$ cat config.mk
export PLATFORM = sky130hd
export DESIGN_NAME = bit_scan_encoder
export DESIGN_NICKNAME = d
export VERILOG_FILES = /design/src/rtl/bit_scan_encoder.sv
export SDC_FILE = /design/constraint.sdc
export NUM_CORES = 1
export LEC_CHECK = 0
export BUFFER_PORTS_ARGS = -buffer_cell sky130_fd_sc_hd__buf_2
export CAP_MARGIN = 0
export CELL_PAD_IN_SITES_DETAIL_PLACEMENT = 1
export CELL_PAD_IN_SITES_GLOBAL_PLACEMENT = 1
export CORE_ASPECT_RATIO = 1.25
export CORE_UTILIZATION = 33
export CTS_CLUSTER_SIZE = 8
export DETAILED_ROUTE_END_ITERATION = 8
export PLACE_DENSITY_LB_ADDON = 0.08
export SYNTH_ARGS = -nofsm -noshare
export SYNTH_HDL_FRONTEND = slang
export SYNTH_SLANG_ARGS = --single-unit
$ cat constraint.sdc
create_clock -name i_clk -period 2.7 [get_ports i_clk]
set_clock_uncertainty 0.2 [all_clocks]
set_input_delay 0.54 -clock i_clk [delete_from_list [all_inputs] [get_ports i_clk]]
set_output_delay 0.54 -clock i_clk [all_outputs]
set_load 0.005 [all_outputs]
$ cat src/rtl/bit_scan_encoder.sv
// Multi-hot to binary encoder: drains every set bit of an accepted request
// vector as one index per ready/valid beat, lowest- or highest-first.
module bit_scan_encoder #(
    parameter int WIDTH = 8,
    parameter bit MSB_FIRST = 1'b0,
    localparam int ADDR_WIDTH = $clog2(WIDTH)
) (
    input  logic                  i_clk,
    input  logic                  i_rst,
    input  logic                  i_valid,
    output logic                  o_ready,
    input  logic [WIDTH-1:0]      iv_input,
    output logic                  o_valid,
    input  logic                  i_ready,
    output logic [ADDR_WIDTH-1:0] ov_addr,
    output logic                  o_last,
    output logic                  o_zero
);

    typedef enum logic {
        IDLE = 1'b0,
        SCAN = 1'b1
    } state_t;

    state_t                  state_q, state_d;
    logic [WIDTH-1:0]        pend_q, pend_d;
    logic                    zero_q, zero_d;

    logic                    found;
    logic [ADDR_WIDTH-1:0]   scan_idx;
    logic [WIDTH-1:0]        scan_oh;
    logic [WIDTH-1:0]        pend_rest;

    // Priority pick of the next pending bit in the configured order
    always_comb begin
        found    = 1'b0;
        scan_idx = '0;
        scan_oh  = '0;
        if (MSB_FIRST) begin
            for (int i = WIDTH - 1; i >= 0; i--) begin
                if (!found && pend_q[i]) begin
                    found      = 1'b1;
                    scan_idx   = ADDR_WIDTH'(i);
                    scan_oh[i] = 1'b1;
                end
            end
        end else begin
            for (int i = 0; i < WIDTH; i++) begin
                if (!found && pend_q[i]) begin
                    found      = 1'b1;
                    scan_idx   = ADDR_WIDTH'(i);
                    scan_oh[i] = 1'b1;
                end
            end
        end
    end

    // Only one bit left iff clearing the selected one empties the register
    assign pend_rest = pend_q & ~scan_oh;

    always_comb begin
        state_d = state_q;
        pend_d  = pend_q;
        zero_d  = 1'b0;
        unique case (state_q)
            IDLE: begin
                if (i_valid) begin
                    if (|iv_input) begin
                        pend_d  = iv_input;
                        state_d = SCAN;
                    end else begin
                        zero_d = 1'b1;
                    end
                end
            end
            SCAN: begin
                if (i_ready) begin
                    pend_d = pend_rest;
                    if (pend_rest == '0) begin
                        state_d = IDLE;
                    end
                end
            end
            default: begin
                state_d = IDLE;
            end
        endcase
    end

    always_ff @(posedge i_clk) begin
        if (i_rst) begin
            state_q <= IDLE;
            pend_q  <= '0;
            zero_q  <= 1'b0;
        end else begin
            state_q <= state_d;
            pend_q  <= pend_d;
            zero_q  <= zero_d;
        end
    end

    assign o_ready = (state_q == IDLE) && !i_rst;
    assign o_valid = (state_q == SCAN);
    assign ov_addr = (state_q == SCAN) ? scan_idx : '0;
    assign o_last  = (state_q == SCAN) && (pend_rest == '0);
    assign o_zero  = zero_q;

endmodule

==> metrics.md <==
| Metric | Value |
|---|---|
| GPL Wtd Cong | 0.758 |
| Critical Path AT | 1.89 ns |
| Crit-path max FO | 7 |
| Share of cells above drive strength 1 | 0.337 |
| Synth warn | 0 |
| #FFs+latches synth | 10 |
| Max cap viols | 0 |
| # diodes | 0 |
| Fin crit share | 0.976 |
| DRT iter0 DRCs | 8 |
| RR Endpoint | pend_q[6] |
| Most common cell after layout, fill and taps aside | buf_2 |
| Syn Area/Cell | 7.98 um2 |
| Main synth FF type | dfxtp_1 |
| Mapped Cells | 71 |
| I/O pin cnt | 19 |
| H-Tree Depth | 1 |
| Power Density | 540 nW/um2 |
| DRT Pass-1 Iters | 3 |
| Worst Tran Pin Value | 0.455 ns |
| Reg2reg path depth | 4 |
| Filler cells | 210 |
| Kind of critical path | reg2out |
| Post-synth EDFFs | 0 |
| CP max-delay cell | or4_4 |
| Global-route wire length before repair | 2570 um |
| Final Net Count | 106 |
| Clk Latency, worst-skew pair | 0.26 ns |
| Unrepaired setup endpoints after global routing | false |
| R2r setup slk | 0.71 ns |
| Die Y | 48.3 um |
| GRT Total Usage | 0.192 |
| Yosys cell types | 30 |
| Crit path from | pend_q[3] |
| Worst vdd ir | 0.248 mV |
| Die W | 39.1 um |
| Mapped Area | 567 um2 |
| Wire per inst | 14.5 um |
| Most frequent cells in the layout | buf_2, nor2_1, dfxtp_1 |
| Starting Density | 0.358 |
| Leak | 0.320 nW |
| Register Area | 203 um2 |
| Vias in the first global route | 591 |
| Remaining antenna violation count after routing | 0 |
| Clk sinks | 10 |
| Seq/Total Area, Yosys | 0.353 |
| Status | completed |
| Area of the multi-input gates | 363 um2 |
| Core Area | 1580 um2 |
| CP endpoint | ov_addr[1] |
| Ys async rst share | 0 |
| Buffers on Ports | 18 |
| Largest net degree at the start of global routing | 11 |
| Min Hold Slack | 0.314 ns |
| Drt total wl | 1600 um |
| Max frequency | 0.380 GHz |
| Min-delay worst type | in2reg |
| Num rows | 16 |
| Via density | 5.65 |
| WP data required | 1.96 ns |
| Time the worst path needs with I/O delays and setup | 2.63 ns |
| Area delta synth->final | 26.3% |
| Slew HR | 0.697 |
| Clock transition at path regs | 0.07 ns |
| Root Driver | clkbuf_4 |
| Setup violators final | 0 |
| Maximum clock path buffer count | 2 |
| Initial antenna violation count | 0 |
| CTS tree | done |
| Total grt overflow | 0 |
| CTS Buf Count | 3 |
| Critical Path Max Stage Delay | 0.56 ns |
| Net Count, Synth | 83 |
| Endpoints failing hold | 0 |
| TNS Setup | 0 ns |
| Vias | 622 |
| Slew Viols, Final | 0 |
| CTS Hold Bufs | 0 |
| Startpoint Class | flip-flop |
| DRC violations left | 0 |
| CP cell instances | or4_4 -> or3_4 -> o32ai_1 -> and2_1 -> buf_2 |
| Hpwl dp | 1260 um |
| Critical Path End Type | primary output |
| RR Startpoint | pend_q[3] |
| Die ar. | 1890 um2 |
[registers in the layout (all words and copies together), names as in the netlist]
signal / count
pend_q: 8
o_zero: 1
o_valid: 1
[Yosys cell counts (2+ instances only)]
cell type,number,share of area
and3_1,3,0.033
or3_1,2,0.022
nand2_1,7,0.046
inv_1,2,0.013
a21oi_1,4,0.035
dfxtp_1,10,0.35
a221o_1,3,0.053
o21ai_0,6,0.053
a22o_1,2,0.031
nand2b_1,2,0.022
nor4_1,3,0.033
nor2_1,9,0.060
[layout make-up]
type | instances | area share
clock buffers | 3 | 0.0315
inverters | 2 | 0.0105
multi-input cells | 58 | 0.507
flip-flops and latches | 10 | 0.283
well taps | 18 | 0.0315
repair buffers | 19 | 0.136
[cells by family (layout without fill, tap and decap cells)]
family / count (synthesis) / after routing / share of synthesized area
buffers and inverters: 3 / 24 / 0.0221
DFF: 10 / 10 / 0.353
muxes: 1 / 1 / 0.0177
AOI/OAI and AO/OA: 24 / 24 / 0.305
and+or+nand+nor: 32 / 32 / 0.285
adders and majority gates: 1 / 1 / 0.0177
[where the power goes]
group          leakage, nW  switching, W  internal [W]  total [W]
registers           0.0829     0.0000199      0.000160   0.000179
logic                0.223     0.0000511     0.0000553   0.000106
clock network       0.0138     0.0000493     0.0000514   0.000101
[worst max-delay path, delay by kind of cell (launching register included)]
family / cells / cell delay [ns]
AOI/OAI and AO/OA: 1 / 0.12
buffers and inverters: 1 / 0.10
DFF: 1 / 0.34
and+or+nand+nor: 3 / 1.06
[what timing repair did]
action | 4_1_cts | 5_1_grt
gates resized for setup | 1 | 3
setup buffers | 0 | 0
pin swaps | 0 | 1
endpoints found under the setup margin | 3 | 3
[worst min path at each step]
stage	startpoint	to	slack, ns	cells after the start
floorplan	pend_q[5]	pend_q[5]	0.32	1
global placement	pend_q[3]	pend_q[3]	0.36	1
detailed placement	pend_q[3]	pend_q[3]	0.36	1
CTS	iv_input[5]	pend_q[5]	0.30	2
global route	iv_input[5]	pend_q[5]	0.30	2
finish	iv_input[5]	pend_q[5]	0.31	2
[stage by stage]
| stage | cells | power (W) | util | setup WS [ns] | instance area, um2 |
|---|---|---|---|---|---|
| after floorplan | 71 | 0.000243 | - | 0.407 | 567 |
| after global placement | 107 | 0.000282 | 0.431 | 0.237 | 682 |
| after detailed placement | 107 | 0.000283 | 0.431 | 0.215 | 682 |
| after CTS | 110 | 0.000389 | 0.448 | 0.00555 | 708 |
| after global routing | 110 | 0.000417 | 0.453 | 0.000183 | 716 |
| final | 110 | 0.000387 | 0.453 | 0.0654 | 716 |
[per-layer routing]
layer / vias up / track usage / share of wire / wire length, um
met5: - / 0 / 0 / 0
met3: 2 / 0.0550 / 0.036 / 57
met1: 293 / 0.216 / 0.44 / 707
met4: 0 / 0.0690 / 0.0063 / 10
li1: 313 / - / - / -
met2: 14 / 0.325 / 0.51 / 820
No activity file was read; power rests on OpenSTA's default activity.
